<file path="src/rtl/pipe_pkg.sv">
// Shared types and constants for the elastic pipeline skid stage.
package pipe_pkg;

  localparam int PIPE_WIDTH = 32;

  typedef enum logic [1:0] {
    EMPTY = 2'd0,
    BUSY  = 2'd1,
    FULL  = 2'd2
  } state_t;

  // Words held by the stage in a given state.
  function automatic logic [1:0] occupancyOf(input state_t s);
    logic [1:0] count;
    count = 2'd0;
    case (s)
      EMPTY:   count = 2'd0;
      BUSY:    count = 2'd1;
      FULL:    count = 2'd2;
      default: count = 2'd0;
    endcase
    return count;
  endfunction

endpackage

</file>
<file path="src/rtl/pipe_skid_stage_if.sv">
// Valid/ready handshake bundle between an upstream writer, the skid stage and a downstream consumer.
interface pipe_skid_stage_if import pipe_pkg::*; #(
  parameter int WIDTH = PIPE_WIDTH
) ();

  logic             InValid;
  logic             InReady;
  logic [WIDTH-1:0] InData;
  logic             OutValid;
  logic             OutReady;
  logic [WIDTH-1:0] OutData;
  logic [1:0]       Occupancy;

  modport master (
    output InValid, InData, OutReady,
    input  InReady, OutValid, OutData, Occupancy
  );

  modport slave (
    input  InValid, InData, OutReady,
    output InReady, OutValid, OutData, Occupancy
  );

endinterface

</file>
<file path="src/rtl/pipe_data_reg.sv">
// Falling-edge data register with synchronous active-low reset, synchronous clear and load enable.
module pipe_data_reg import pipe_pkg::*; #(
  parameter int WIDTH = PIPE_WIDTH
) (
  input  logic             Clk,
  input  logic             Rst,
  input  logic             i_clear,
  input  logic             i_load,
  input  logic [WIDTH-1:0] i_d,
  output logic [WIDTH-1:0] o_q
);

  logic [WIDTH-1:0] r_q;

  always_ff @(negedge Clk) begin
    if (!Rst) begin
      r_q <= '0;
    end else if (i_clear) begin
      r_q <= '0;
    end else if (i_load) begin
      r_q <= i_d;
    end
  end

  assign o_q = r_q;

endmodule

</file>
<file path="src/rtl/pipe_skid_stage.sv">
// Elastic pipeline stage with a 2-entry skid buffer; ready depends on registered state only.
module pipe_skid_stage import pipe_pkg::*; #(
  parameter int WIDTH = PIPE_WIDTH
) (
  input  logic              Clk,
  input  logic              Rst,
  input  logic              Flush,
  pipe_skid_stage_if.slave  bus
);

  state_t           r_state;
  state_t           w_nextState;
  logic             w_accept;
  logic             w_emit;
  logic             w_mainLoad;
  logic             w_skidLoad;
  logic [WIDTH-1:0] w_mainD;
  logic [WIDTH-1:0] w_main;
  logic [WIDTH-1:0] w_skid;

  assign bus.InReady   = (r_state != FULL);
  assign bus.OutValid  = (r_state != EMPTY);
  assign bus.OutData   = w_main;
  assign bus.Occupancy = occupancyOf(r_state);

  assign w_accept = bus.InValid & bus.InReady;
  assign w_emit   = bus.OutValid & bus.OutReady;

  always_ff @(negedge Clk) begin
    if (!Rst) begin
      r_state <= EMPTY;
    end else if (Flush) begin
      r_state <= EMPTY;
    end else begin
      r_state <= w_nextState;
    end
  end

  // Refill from the skid register when a FULL stage drains, otherwise load straight from upstream.
  always_comb begin
    w_nextState = r_state;
    w_mainLoad  = 1'b0;
    w_skidLoad  = 1'b0;
    w_mainD     = bus.InData;
    case (r_state)
      EMPTY: begin
        if (w_accept) begin
          w_mainLoad  = 1'b1;
          w_nextState = BUSY;
        end
      end
      BUSY: begin
        if (w_accept && w_emit) begin
          w_mainLoad = 1'b1;
        end else if (w_accept) begin
          w_skidLoad  = 1'b1;
          w_nextState = FULL;
        end else if (w_emit) begin
          w_nextState = EMPTY;
        end
      end
      FULL: begin
        if (w_emit) begin
          w_mainLoad  = 1'b1;
          w_mainD     = w_skid;
          w_nextState = BUSY;
        end
      end
      default: begin
        w_nextState = EMPTY;
      end
    endcase
  end

  pipe_data_reg #(.WIDTH(WIDTH)) u_mainReg (
    .Clk     (Clk),
    .Rst     (Rst),
    .i_clear (Flush),
    .i_load  (w_mainLoad),
    .i_d     (w_mainD),
    .o_q     (w_main)
  );

  pipe_data_reg #(.WIDTH(WIDTH)) u_skidReg (
    .Clk     (Clk),
    .Rst     (Rst),
    .i_clear (Flush),
    .i_load  (w_skidLoad),
    .i_d     (bus.InData),
    .o_q     (w_skid)
  );

endmodule

</file>
<file path="src/flat_wrapper.sv">
// flat-port wrapper written by rule: the top's interface ports become plain ports
module pipe_skid_stage_flat import pipe_pkg::*;
#(
  parameter int WIDTH = PIPE_WIDTH
)
  (Clk, Rst, Flush, bus_InValid, bus_InData, bus_OutReady, bus_InReady, bus_OutValid, bus_OutData, bus_Occupancy);
  pipe_skid_stage_if #(.WIDTH(WIDTH)) bus_i ();
  input  logic Clk;
  input  logic Rst;
  input  logic Flush;
  input wire logic [$bits(bus_i.InValid)-1:0] bus_InValid;
  input wire logic [$bits(bus_i.InData)-1:0] bus_InData;
  input wire logic [$bits(bus_i.OutReady)-1:0] bus_OutReady;
  output wire logic [$bits(bus_i.InReady)-1:0] bus_InReady;
  output wire logic [$bits(bus_i.OutValid)-1:0] bus_OutValid;
  output wire logic [$bits(bus_i.OutData)-1:0] bus_OutData;
  output wire logic [$bits(bus_i.Occupancy)-1:0] bus_Occupancy;
  assign bus_i.InValid = bus_InValid;
  assign bus_i.InData = bus_InData;
  assign bus_i.OutReady = bus_OutReady;
  assign bus_InReady = bus_i.InReady;
  assign bus_OutValid = bus_i.OutValid;
  assign bus_OutData = bus_i.OutData;
  assign bus_Occupancy = bus_i.Occupancy;
  pipe_skid_stage #(.WIDTH(WIDTH)) u_core (.Clk(Clk), .Rst(Rst), .Flush(Flush), .bus(bus_i));
endmodule
</file>
<file path="config.mk">
export PLATFORM = sky130hd
export DESIGN_NAME = pipe_skid_stage_flat
export DESIGN_NICKNAME = d
export VERILOG_FILES = /design/src/rtl/pipe_pkg.sv /design/src/rtl/pipe_skid_stage_if.sv /design/src/rtl/pipe_data_reg.sv /design/src/rtl/pipe_skid_stage.sv /design/src/flat_wrapper.sv
export SDC_FILE = /design/constraint.sdc
export NUM_CORES = 1
export LEC_CHECK = 0
export ABC_AREA = 1
export CAP_MARGIN = 0
export CORE_ASPECT_RATIO = 0.7
export CORE_MARGIN = 2
export CORE_UTILIZATION = 45
export DETAILED_ROUTE_END_ITERATION = 6
export HOLD_SLACK_MARGIN = 0.06
export PLACE_DENSITY = 0.85
export SKIP_LAST_GASP = 1
export SYNTH_ARGS = -nofsm -noshare
export SYNTH_HDL_FRONTEND = slang
export SYNTH_HIERARCHICAL = 1
export SYNTH_SLANG_ARGS = --single-unit
</file>
<file path="constraint.sdc">
create_clock -name Clk -period 1.2 [get_ports Clk]
set_input_delay 0.18 -clock Clk [delete_from_list [all_inputs] [get_ports Clk]]
set_output_delay 0.18 -clock Clk [all_outputs]
set_load 0.02 [all_outputs]
</file>
==> flow_summary_export.csv <==
group,metric,value,unit
final_layout,n_antenna_cell,0,
final_layout,drive_gt1_share,51.4,%
floorplan,die_h,73.9,um
sta,slew_viol_final,0,
power_and_ir_drop,p_per_area,1150,nW/um^2
floorplan,pin_count,73,
clock_network,cts_tree,"done",
floorplan,die_w,104,um
clock_network,cts.sinks,66,
floorplan,initial_core_util,46.5,%
setup_path,startpoint_type,"flop",
min_path,min_path_type,"flop to flop",
yosys,ys_ff_latch,66,
final_layout,nets,676,
yosys,synthCells,417,
setup_path,r2r_cells,11,
placement,place_congestion,0.804,
yosys,synth_nets,454,
job,cap_violations,0,
sta,relSlewSlack,80.6,%
floorplan,rows,25,
setup_path,crit_start,"u_core/r_state[1]",
grt,grt_pass1_wl,19.1,mm
grt,grt_util_all_layers,32.6,%
setup_path,required,1.02,ns
clock_network,cts.path.max_buffers,2,
clock_network,worstSkewPairLatency,0.45,ns
setup_path,rr_endpoint,"u_core/u_mainReg/o_q[31]",
sta,finClkSkew,0.0524,ns
sta,fin_hold_ws,0.484,ns
clock_network,path_clk_slew,0.04,ns
drt,wl_per_cell,24.3,um
run_status,status,"finished, violations left",
setup_path,endpoint,"bus_Occupancy[1]",
grt,grt_max_degree,33,
setup_path,path_class,"flop to output pin",
drt,vias,4490,
final_layout,register_area,1370,um^2
sta,rsz0062_at_grt,"yes",
grt,grt_pass1_vias,4029,
sta,setup_viol,100,
power_and_ir_drop,vdd_drop_max,0.955,mV
drt,ant_nets,0,
clock_network,numCtsBuffers,9,
drt,initialDrtViolationCount,807,
placement,portBuffers,72,
final_layout,final_cell_area,5890,um^2
setup_path,cp.arrival,1.74,ns
setup_path,path_max_fanout,3,
placement,dp_hpwl,5.65,mm
final_layout,multi_input_area,1900,um^2
setup_path,cp-end-kind,"output pin",
yosys,ys_seq_area_share,42.0,%
drt,via_per_inst,6.08,
final_layout,area_delta_synth_final,87.5,%
floorplan,dieArea,7680,um^2
run_status,violations,"DRC, setup timing",
sta,hold_violations,0,
setup_path,r2r-start,"u_core/r_state[1]",
placement,place_area,4200,um^2
grt,antenna_found_initial,0,
drt,drt_wl_total,17.9,mm
drt,drc,14,
power_and_ir_drop,power_leakage,0.00276,uW
grt,overflow,0,
clock_network,htree_num_levels,3,
yosys,ys_warn_count,6,
yosys,synth_area_leaders,"dfxtp_1, nand2_1, a21oi_1, a21oi_2, nand3_1",
setup_path,r2r_slack,-0.58,ns
yosys,yosysTopAreaCellShare,42.0,%
yosys,mappedNetlistArea,3140,um^2
final_layout,nFillCells,280,
yosys,yosysTopAreaCell,"dfxtp_1",
drt,first_pass_iters,7,
floorplan,core_region_area,6760,um^2
sta,tightest_slew,0.290,ns
clock_network,clock-root-buffer,"clkbuf_8",
yosys,synthDistinctLibCells,20,
yosys,avgSynthCellArea,7.54,um^2
sta,setup_slack,-0.716,ns
per-layer routing:
layer,part of all wire [%],vias up,track usage [%]
met3,15,213,12.2
met2,41,536,55.2
li1,-,1769,-
met5,0,-,0
met4,10,0,25.1
met1,34,1972,34.0
area by class of cell:
type	count	area share, %
Clock buffer	9	2.10
Clock inverter	73	5.71
Inverter	9	1.36
Multi-Input combinational cell	309	32.2
Sequential cell	66	23.2
Tap cell	94	2.00
Timing Repair Buffer	174	32.2
Timing Repair inverter	4	1.23
registers in the layout, indices dropped and copies added (netlist names):
name,cells
u_core/r_state,2
u_core/u_mainReg/o_q,32
u_core/u_skidReg/o_q,32
cells by family (layout without fill, tap and decap cells):
logic type | after synthesis | in the layout | synth area share [%]
AND/OR/NAND/NOR | 243 | 243 | 32.9
AO/OA/AOI/OAI | 66 | 66 | 13.1
flip-flops | 66 | 66 | 42.0
buffers and inverters | 42 | 269 | 11.9
Yosys cell counts (all sizes together):
| master | instances |
|---|---|
| nor2 | 7 |
| nand3b | 1 |
| inv | 12 |
| nand3 | 32 |
| dfxtp | 66 |
| nand2 | 203 |
| a21oi | 66 |
| buf | 27 |
| clkbuf | 3 |
placed cells by master (no fill, tap or decap), drive strengths merged:
cell type,instances
nand2,203
buf,136
inv,82
a21oi,66
dfxtp,66
clkdlybuf4s50,32
nand3,32
clkbuf,12
nor2,7
bufinv,2
clkinv,2
bufbuf,1
dlygate4sd2,1
clkdlybuf4s15,1
nand3b,1
power breakdown:
| part | total [uW] | switching (uW) | leakage (uW) | internal (uW) |
|---|---|---|---|---|
| logic | 1060 | 570 | 0.00174 | 494 |
| clock network | 3410 | 1950 | 0.000469 | 1460 |
| registers | 2290 | 40.3 | 0.000551 | 2250 |
repair_timing:
| action | in CTS | in global routing |
|---|---|---|
| buffers inserted | 23 | 27 |
| endpoints found under the setup margin | 102 | 102 |
| pin swaps | 8 | 31 |
| resized for setup | 279 | 113 |
| hold buffers | 0 | 0 |
| gates cloned | 9 | 7 |
worst min path at each step:
stage | depth (start not counted) | startpoint | end
floorplan | 2 | u_core/u_skidReg/o_q[30] | u_core/u_skidReg/o_q[30]
global placement | 2 | u_core/u_skidReg/o_q[2] | u_core/u_skidReg/o_q[2]
detailed placement | 2 | u_core/u_skidReg/o_q[1] | u_core/u_skidReg/o_q[1]
CTS | 2 | u_core/u_skidReg/o_q[1] | u_core/u_skidReg/o_q[1]
global route | 2 | u_core/u_skidReg/o_q[18] | u_core/u_skidReg/o_q[18]
finish | 2 | u_core/u_mainReg/o_q[5] | u_core/u_mainReg/o_q[5]
through the flow:
step                cells  util (%)  TNS [ns]  power (uW)  worst slack (ns)
floorplan             417         -    -33.69        3040            -0.523
global placement      601      62.1    -74.89        3320            -0.873
detailed placement    601      62.1    -77.37        3340            -0.940
CTS                   712      77.9    -35.63        6200            -0.682
global route          738      87.2    -44.58        6970            -0.737
finish                738      87.2    -42.61        6760            -0.716
critical path: stages, from the launching register on:
cell     delay [ns]
dfxtp_4        0.37
inv_6          0.05
nor2_8         0.14
buf_4          0.17
Power figures use the tool's default switching activity.
